[src/rtl/hack_cpu_sequencer.sv]
// Multi-cycle Hack CPU control unit: fetches from the instruction ROM, drives the
// external ALU, owns A/D/PC and runs data-RAM reads/writes over a req/ack handshake.
module hack_cpu_sequencer #(
    parameter logic [14:0] RESET_PC    = 15'h0000,
    parameter int          ROM_LATENCY = 1
) (
    input  logic        clk_25,
    input  logic        reset,
    input  logic        run,
    output logic [14:0] rom_addr,
    input  logic [15:0] rom_data,
    output logic [15:0] alu_x,
    output logic [15:0] alu_y,
    output logic [5:0]  alu_ctl,
    input  logic [15:0] alu_out,
    input  logic        alu_zr,
    input  logic        alu_ng,
    output logic        ram_req,
    output logic        ram_we,
    output logic [14:0] ram_addr,
    output logic [15:0] ram_wdata,
    input  logic [15:0] ram_rdata,
    input  logic        ram_ack,
    output logic [14:0] pc_out,
    output logic [15:0] a_out,
    output logic [15:0] d_out,
    output logic        instr_done
);

    typedef enum logic [2:0] {
        FETCH,
        ROMWAIT,
        DECODE,
        MEMRD,
        EXEC,
        MEMWR
    } state_t;

    state_t      state;
    logic [14:0] pc;
    logic [15:0] a_reg;
    logic [15:0] d_reg;
    logic [15:0] m_reg;
    logic [12:0] ir;

    logic [14:0] pc_inc;
    logic        dest_a;
    logic        dest_d;
    logic        dest_m;
    logic        jump_taken;

    // ir keeps only bits 12:0; the opcode bits are consumed in DECODE and never needed again.
    assign pc_inc     = pc + 15'd1;
    assign dest_a     = ir[5];
    assign dest_d     = ir[4];
    assign dest_m     = ir[3];
    assign jump_taken = (ir[2] & alu_ng) | (ir[1] & alu_zr) | (ir[0] & ~alu_ng & ~alu_zr);

    assign rom_addr = pc;
    assign alu_x    = d_reg;
    assign alu_y    = ir[12] ? m_reg : a_reg;
    assign alu_ctl  = ir[11:6];
    assign pc_out   = pc;
    assign a_out    = a_reg;
    assign d_out    = d_reg;

    always_ff @(posedge clk_25) begin
        if (reset) begin
            state      <= FETCH;
            pc         <= RESET_PC;
            a_reg      <= 16'h0000;
            d_reg      <= 16'h0000;
            m_reg      <= 16'h0000;
            ir         <= 13'h0000;
            ram_req    <= 1'b0;
            ram_we     <= 1'b0;
            ram_addr   <= 15'h0000;
            ram_wdata  <= 16'h0000;
            instr_done <= 1'b0;
        end else begin
            instr_done <= 1'b0;
            unique case (state)
                FETCH: begin
                    if (run) begin
                        state <= (ROM_LATENCY == 2) ? ROMWAIT : DECODE;
                    end
                end

                ROMWAIT: begin
                    state <= DECODE;
                end

                DECODE: begin
                    ir <= rom_data[12:0];
                    if (!rom_data[15]) begin
                        a_reg      <= {1'b0, rom_data[14:0]};
                        pc         <= pc_inc;
                        instr_done <= 1'b1;
                        state      <= FETCH;
                    end else if (rom_data[12]) begin
                        ram_req  <= 1'b1;
                        ram_we   <= 1'b0;
                        ram_addr <= a_reg[14:0];
                        state    <= MEMRD;
                    end else begin
                        state <= EXEC;
                    end
                end

                MEMRD: begin
                    if (ram_ack) begin
                        m_reg   <= ram_rdata;
                        ram_req <= 1'b0;
                        state   <= EXEC;
                    end
                end

                // Jump target and write address both use A as it was before this write.
                EXEC: begin
                    if (dest_a) begin
                        a_reg <= alu_out;
                    end
                    if (dest_d) begin
                        d_reg <= alu_out;
                    end
                    pc <= jump_taken ? a_reg[14:0] : pc_inc;
                    if (dest_m) begin
                        ram_req   <= 1'b1;
                        ram_we    <= 1'b1;
                        ram_addr  <= a_reg[14:0];
                        ram_wdata <= alu_out;
                        state     <= MEMWR;
                    end else begin
                        instr_done <= 1'b1;
                        state      <= FETCH;
                    end
                end

                MEMWR: begin
                    if (ram_ack) begin
                        ram_req    <= 1'b0;
                        ram_we     <= 1'b0;
                        instr_done <= 1'b1;
                        state      <= FETCH;
                    end
                end

                default: begin
                    state <= FETCH;
                end
            endcase
        end
    end

endmodule

[config.mk]
export PLATFORM = sky130hd
export DESIGN_NAME = hack_cpu_sequencer
export DESIGN_NICKNAME = d
export VERILOG_FILES = /design/src/rtl/hack_cpu_sequencer.sv
export SDC_FILE = /design/constraint.sdc
export NUM_CORES = 1
export LEC_CHECK = 0
export ABC_AREA = 1
export ABC_CLOCK_PERIOD_IN_PS = 1300
export CAP_MARGIN = 20
export CORE_MARGIN = 3
export CORE_UTILIZATION = 30
export CTS_CLUSTER_SIZE = 16
export DETAILED_ROUTE_END_ITERATION = 8
export GPL_TIMING_DRIVEN = 0
export HOLD_SLACK_MARGIN = 0.1
export PLACE_DENSITY = 0.58
export SLEW_MARGIN = 10
export SYNTH_ARGS = -nofsm -noshare
export SYNTH_HDL_FRONTEND = slang
export SYNTH_SLANG_ARGS = --single-unit
[constraint.sdc]
create_clock -name clk_25 -period 1.3 [get_ports clk_25]
set_input_delay 0.39 -clock clk_25 [delete_from_list [all_inputs] [get_ports clk_25]]
set_output_delay 0.39 -clock clk_25 [all_outputs]
set_load 0.01 [all_outputs]
## Word level (Yosys, flattened, before mapping)

Cells that the tools add are included.

- Flip-flop bits (word level): 113

- Add/subtract/negate cells: 1
- Equality and inequality tests: 14
- Muxes and demuxes: 30
- Bitwise gates (word level): 8
- Reductions and logical operators: 14

Operators with widths:

| kind | count |
|---|---|
| $mux 15 | 5 |
| $pmux 15 s2 | 2 |
| $mux 16 | 3 |
| $pmux 16 s2 | 1 |
| $mux 3 | 6 |
| $pmux 3 s6 | 1 |
| $ne 2x2->1 const B | 8 |
| $add 15x1->15 const B | 1 |
| $reduce_and 5->1 | 2 |
| $mux 1 | 9 |
| $pmux 1 s3 | 3 |
| $reduce_and 2->1 | 4 |
| $eq 3x2->1 const B | 2 |
| $eq 3x3->1 const B | 2 |
| $reduce_and 3->1 | 2 |
| $reduce_bool 3->1 | 2 |
| $and 1x1->1 | 4 |
| $reduce_and 4->1 | 1 |
| $eq 3x1->1 const B | 1 |
| $logic_not 3->1 | 1 |
| $ne 2x1->1 const B | 1 |
| $not 1->1 | 2 |
| $or 1x1->1 | 2 |
| $reduce_bool 2->1 | 1 |
| $reduce_or 2->1 | 1 |

## Depth between registers and ports, before layout

- Depth in word-level cells: 6
- Depth in mapped cells: 10

## Least setup slack after synthesis

No wires, ideal clock.

- Kind: flip-flop to flip-flop
- Start: register state[2]
- End: register a_reg[4], in the netlist a_out[4]
- Setup time: 0.119 ns
- Data arrival time: 1.338 ns
- Data required time: 1.181 ns
- Slack: -0.158 ns
- Cell stages (with the launch flop): 9
- Cells stage by stage: dfxtp_1 > inv_2 > nor3_4 > inv_2 > nand2_2 > o21ai_2 > buf_4 > o21ai_0 > a21oi_1

- Word-level cells in the longest chain between the ends: 3
- Elaborated cells on any way between the ends: 7

Ends and longest elaborated chain:

| what | RTL line | text |
|---|---|---|
| start, declared | 39 | `state_t state;` |
| start signal, assigned | 85 | `state <= (ROM_LATENCY == 2) ? ROMWAIT : DECODE;` |
| $eq 3x3->1 or $eq 3x2->1 (tied branches) | 82 | `unique case (state)` |
| $ne 2x2->1 (no line) or $reduce_bool 2->1 (tied branches) | - |  |
| $reduce_and 3->1 (no line) | - |  |
| end signal, assigned | 96 | `a_reg <= {1'b0, rom_data[14:0]};` |
| end signal, assigned | 121 | `a_reg <= alu_out;` |
| end, declared | 41 | `logic [15:0] a_reg;` |

Several ways; a longest one is shown, not always the timed one.
A chain may end at the register's enable or synchronous reset.

## Worst setup path in the final report

- Start: register ir[12]
- End: output alu_y[14]

- Word-level cells in the longest chain between the ends: 1

Ends and longest elaborated chain:

| what | RTL line | text |
|---|---|---|
| start, declared | 44 | `logic [12:0] ir;` |
| start signal, assigned | 94 | `ir <= rom_data[12:0];` |
| $mux 16 | 61 | `assign alu_y = ir[12] ? m_reg : a_reg;` |
| end, declared | 13 | `output logic [15:0] alu_y,` |

Every way passes these cells.

==> flow_metrics.tcl <==
set metrics [dict create \
    nets 1088 \
    violations "negative setup slack" \
    syn_nets 796 \
    cts_tree "done" \
    clk_latency_ps 420 \
    place_ws_ps -840 \
    crit_required_ps 910 \
    final_hold_viol_count 0 \
    drive_above_1_share_pct 63.1 \
    synthCells 741 \
    syn_area_per_cell_sq_um 7.00 \
    p_comb_share_pct 18.9 \
    timing.rr.start "state[2]$_SDFFE_PP0P_" \
    drt_pass1_iterations 6 \
    slew_viol_final 0 \
    ios 188 \
    finalCritPeriodShare_pct 131 \
    maxCapViolCount 0 \
    setup.worst_path.start "ir[12]$_SDFFE_PP0N_" \
    grt_max_degree 17 \
    rsz0062_at_grt "true" \
    p_clk_share_pct 45.4 \
    port_buffers 185 \
    max_freq_ghz 0.588 \
    hold_end "ir[12]$_SDFFE_PP0N_" \
    p_seq_share_pct 35.7 \
    clock_path_buffers 2 \
    worstMarginPinSlew_ps 757 \
    seq_area_frac_synth_pct 43.6 \
    fin_ws_ps -402 \
    finalCriticalPeriod_ps 1700 \
    synth_area_sq_mm 0.00519 \
    outcome "complete, but fails checks" \
    final-setup-viol-count 149 \
    wl_per_cell_um 18.7 \
    place_inst 1146 \
    stdcell_count 1267 \
    grt_pass1_wl_um 32900 \
    dp_hpwl_um 14500 \
    cts_root_buf "clkbuf_16" \
    r2r_cells 8 \
    reg2reg_slack_ps -250 \
    design_area_sq_mm 0.0108 \
    grt_overflow 0 \
    globalplace.congestion 0.897 \
    path_cells "buf_8, nand2_4, o21ai_2, buf_2" \
    synth_top_area_cell "dfxtp_1" \
    grt_use_total_pct 22.8 \
    synth_seq_cells 113 \
    remaining_drc_errors 0 \
    numCtsBuffers 17 \
    hold_path_depth 2 \
    fillers 1309 \
    num_rows 47 \
    die_area_sq_mm 0.0189 \
    viasPerCell 5.11 \
    crit_type "flop to output pin" \
    vias 6473 \
    p_switching_mw 2.88 \
    p_per_area_mw_per_mm2 976 \
    multiInputGateArea_sq_mm 0.00356 \
    timing.rr.end "a_out[8]$_SDFFE_PP0P_" \
    initial_core_util_pct 31.0 \
    ctsHoldBuffers 0 \
    antenna_found_initial 0 \
    p_leak_nw 4.36 \
    endpoint_kind "output pin" \
    hold-worst-slack_ps 342 \
    irDropWorstVdd_v 0.000954 \
    start_kind "flop" \
    synth_warnings 0 \
    synth_area_leaders "dfxtp_1 (44%), nand2_1 (13%), a21oi_1 (9.5%), nand3_1 (8.5%), o21ai_0 (6.1%)" \
    synthDominantCellAreaShare_pct 43.6 \
    detail_route.iter0.violations 485 \
    cts.sinks 113 \
    critPathMaxFanout 7 \
    hold_path_class "primary input to flop" \
    power_switching_share_pct 27.4 \
    syn_to_final_growth_pct 107 \
    cpPeakStageDelay_ps 440 \
    cp_slowest_cell "dfxtp_4" \
    min_from "reset" \
    yosysUniqueCellTypes 23 \
    placed_area_sq_mm 0.00737 \
    clkTransAtPathRegs_ps 60 \
    clock_skew_ps 10.4 \
    die_h_um 138 \
    regArea_sq_mm 0.00247 \
    drtAntennaViolNets 0 \
    routed_wl_um 23700 \
    maxSlewHeadroom_pct 49.6 \
    coreArea_sq_mm 0.0168 \
    h-tree-depth 4 \
    critical_path_arrival_ps 1310 \
    dieWidth_um 138 \
    grt_pass1_vias 6015 \
    intPower_mw 7.61 \
]
## critical path: cells and delay by family, from the launching register on
family | cells | cell delay [ps]
AND/OR/NAND/NOR | 1 | 60
buffers and inverters | 2 | 320
AO/OA/AOI/OAI | 1 | 60
flip-flops | 1 | 440
## through the flow
step	utilization (%)	setup TNS [ps]	total power, mW
floorplan	-	-3910	4.41
global placement	44.0	-62090	5.20
CTS	56.7	-15120	10.2
detailed placement	44.0	-63110	5.20
finish	64.2	-20640	10.5
global route	64.1	-28870	10.8
## power groups by stage
| stage | logic [mW] | clock network [mW] | registers [mW] |
|---|---|---|---|
| floorplan | 0.597 | 0 | 3.81 |
| global placement | 1.39 | 0 | 3.81 |
| detailed placement | 1.39 | 0 | 3.81 |
| CTS | 1.69 | 4.78 | 3.75 |
| global route | 2.10 | 4.97 | 3.76 |
| finish | 1.98 | 4.76 | 3.75 |
## worst max path at each step
| stage | endpoint | cells after the start |
|---|---|---|
| after floorplan | a_out[10]$_SDFFE_PP0P_ | 7 |
| after global placement | pc_out[2]$_SDFFE_PP0P_ | 9 |
| after detailed placement | pc_out[6]$_SDFFE_PP0P_ | 9 |
| after CTS | alu_y[5] | 4 |
| after global routing | alu_y[8] | 4 |
| final | alu_y[14] | 4 |
## layout by cell type (no fill, tap or decap), drive strengths merged
master / n
ha: 1
bufinv: 3
nand3b: 5
nand4: 4
buf: 280
nor2: 42
clkinvlp: 3
a21oi: 99
nand3: 88
clkdlybuf4s50: 50
clkbuf: 47
diode: 1
nor3: 1
a211oi: 1
o21ai: 74
inv: 42
a31oi: 3
dfxtp: 113
nand2: 183
xnor2: 2
clkinv: 4
dlygate4sd2: 1
## kinds of logic (layout without fill, tap and decap cells)
group           Yosys count  count (layout)  synth area share, %
compound gates          177             177                 17.3
xor+xnor                  2               2                0.338
fa+ha+maj                 1               1                0.241
buf+inv                 126             430                 12.3
flops                   113             113                 43.6
other cells               0               1                    0
simple gates            322             323                 26.3
## routing by layer
metal  GRT usage [%]  share of wire (%)
met1            28.0                 39
met2            37.8                 50
met3            6.76                8.7
met4            8.48                3.0
met5               0                  0
## synthesized netlist by cell type
master      n
o21ai_1    10
nor2_1     42
nand3_1    88
inv_1      40
clkbuf_1   30
xnor2_1     2
inv_2       2
dfxtp_1   113
ha_1        1
buf_1       1
o21ai_2     1
buf_2      12
a211oi_1    1
clkinv_1    1
nand2_1   181
buf_4      40
nand3b_1    5
nand2_2     1
nand4_1     4
o21ai_0    63
a21oi_1    99
a31oi_1     3
nor3_4      1
## layout make-up
class	instances	share of cell area, %
well taps	220	2.56
clock buffers	23	4.35
flip-flops and latches	113	23.0
plain buffers	70	7.41
clock inverters	9	1.22
diodes	1	0.0233
multi-input cells	503	33.2
inverters	43	1.73
repair buffers	285	26.6
## repair_timing
item | CTS | global route
pin swaps | 47 | 60
resized for setup | 1033 | 277
endpoints found under the setup margin | 245 | 207
buffers inserted | 50 | 31
cloned | 16 | 6
Note: power is estimated with default switching activity, not from simulation.
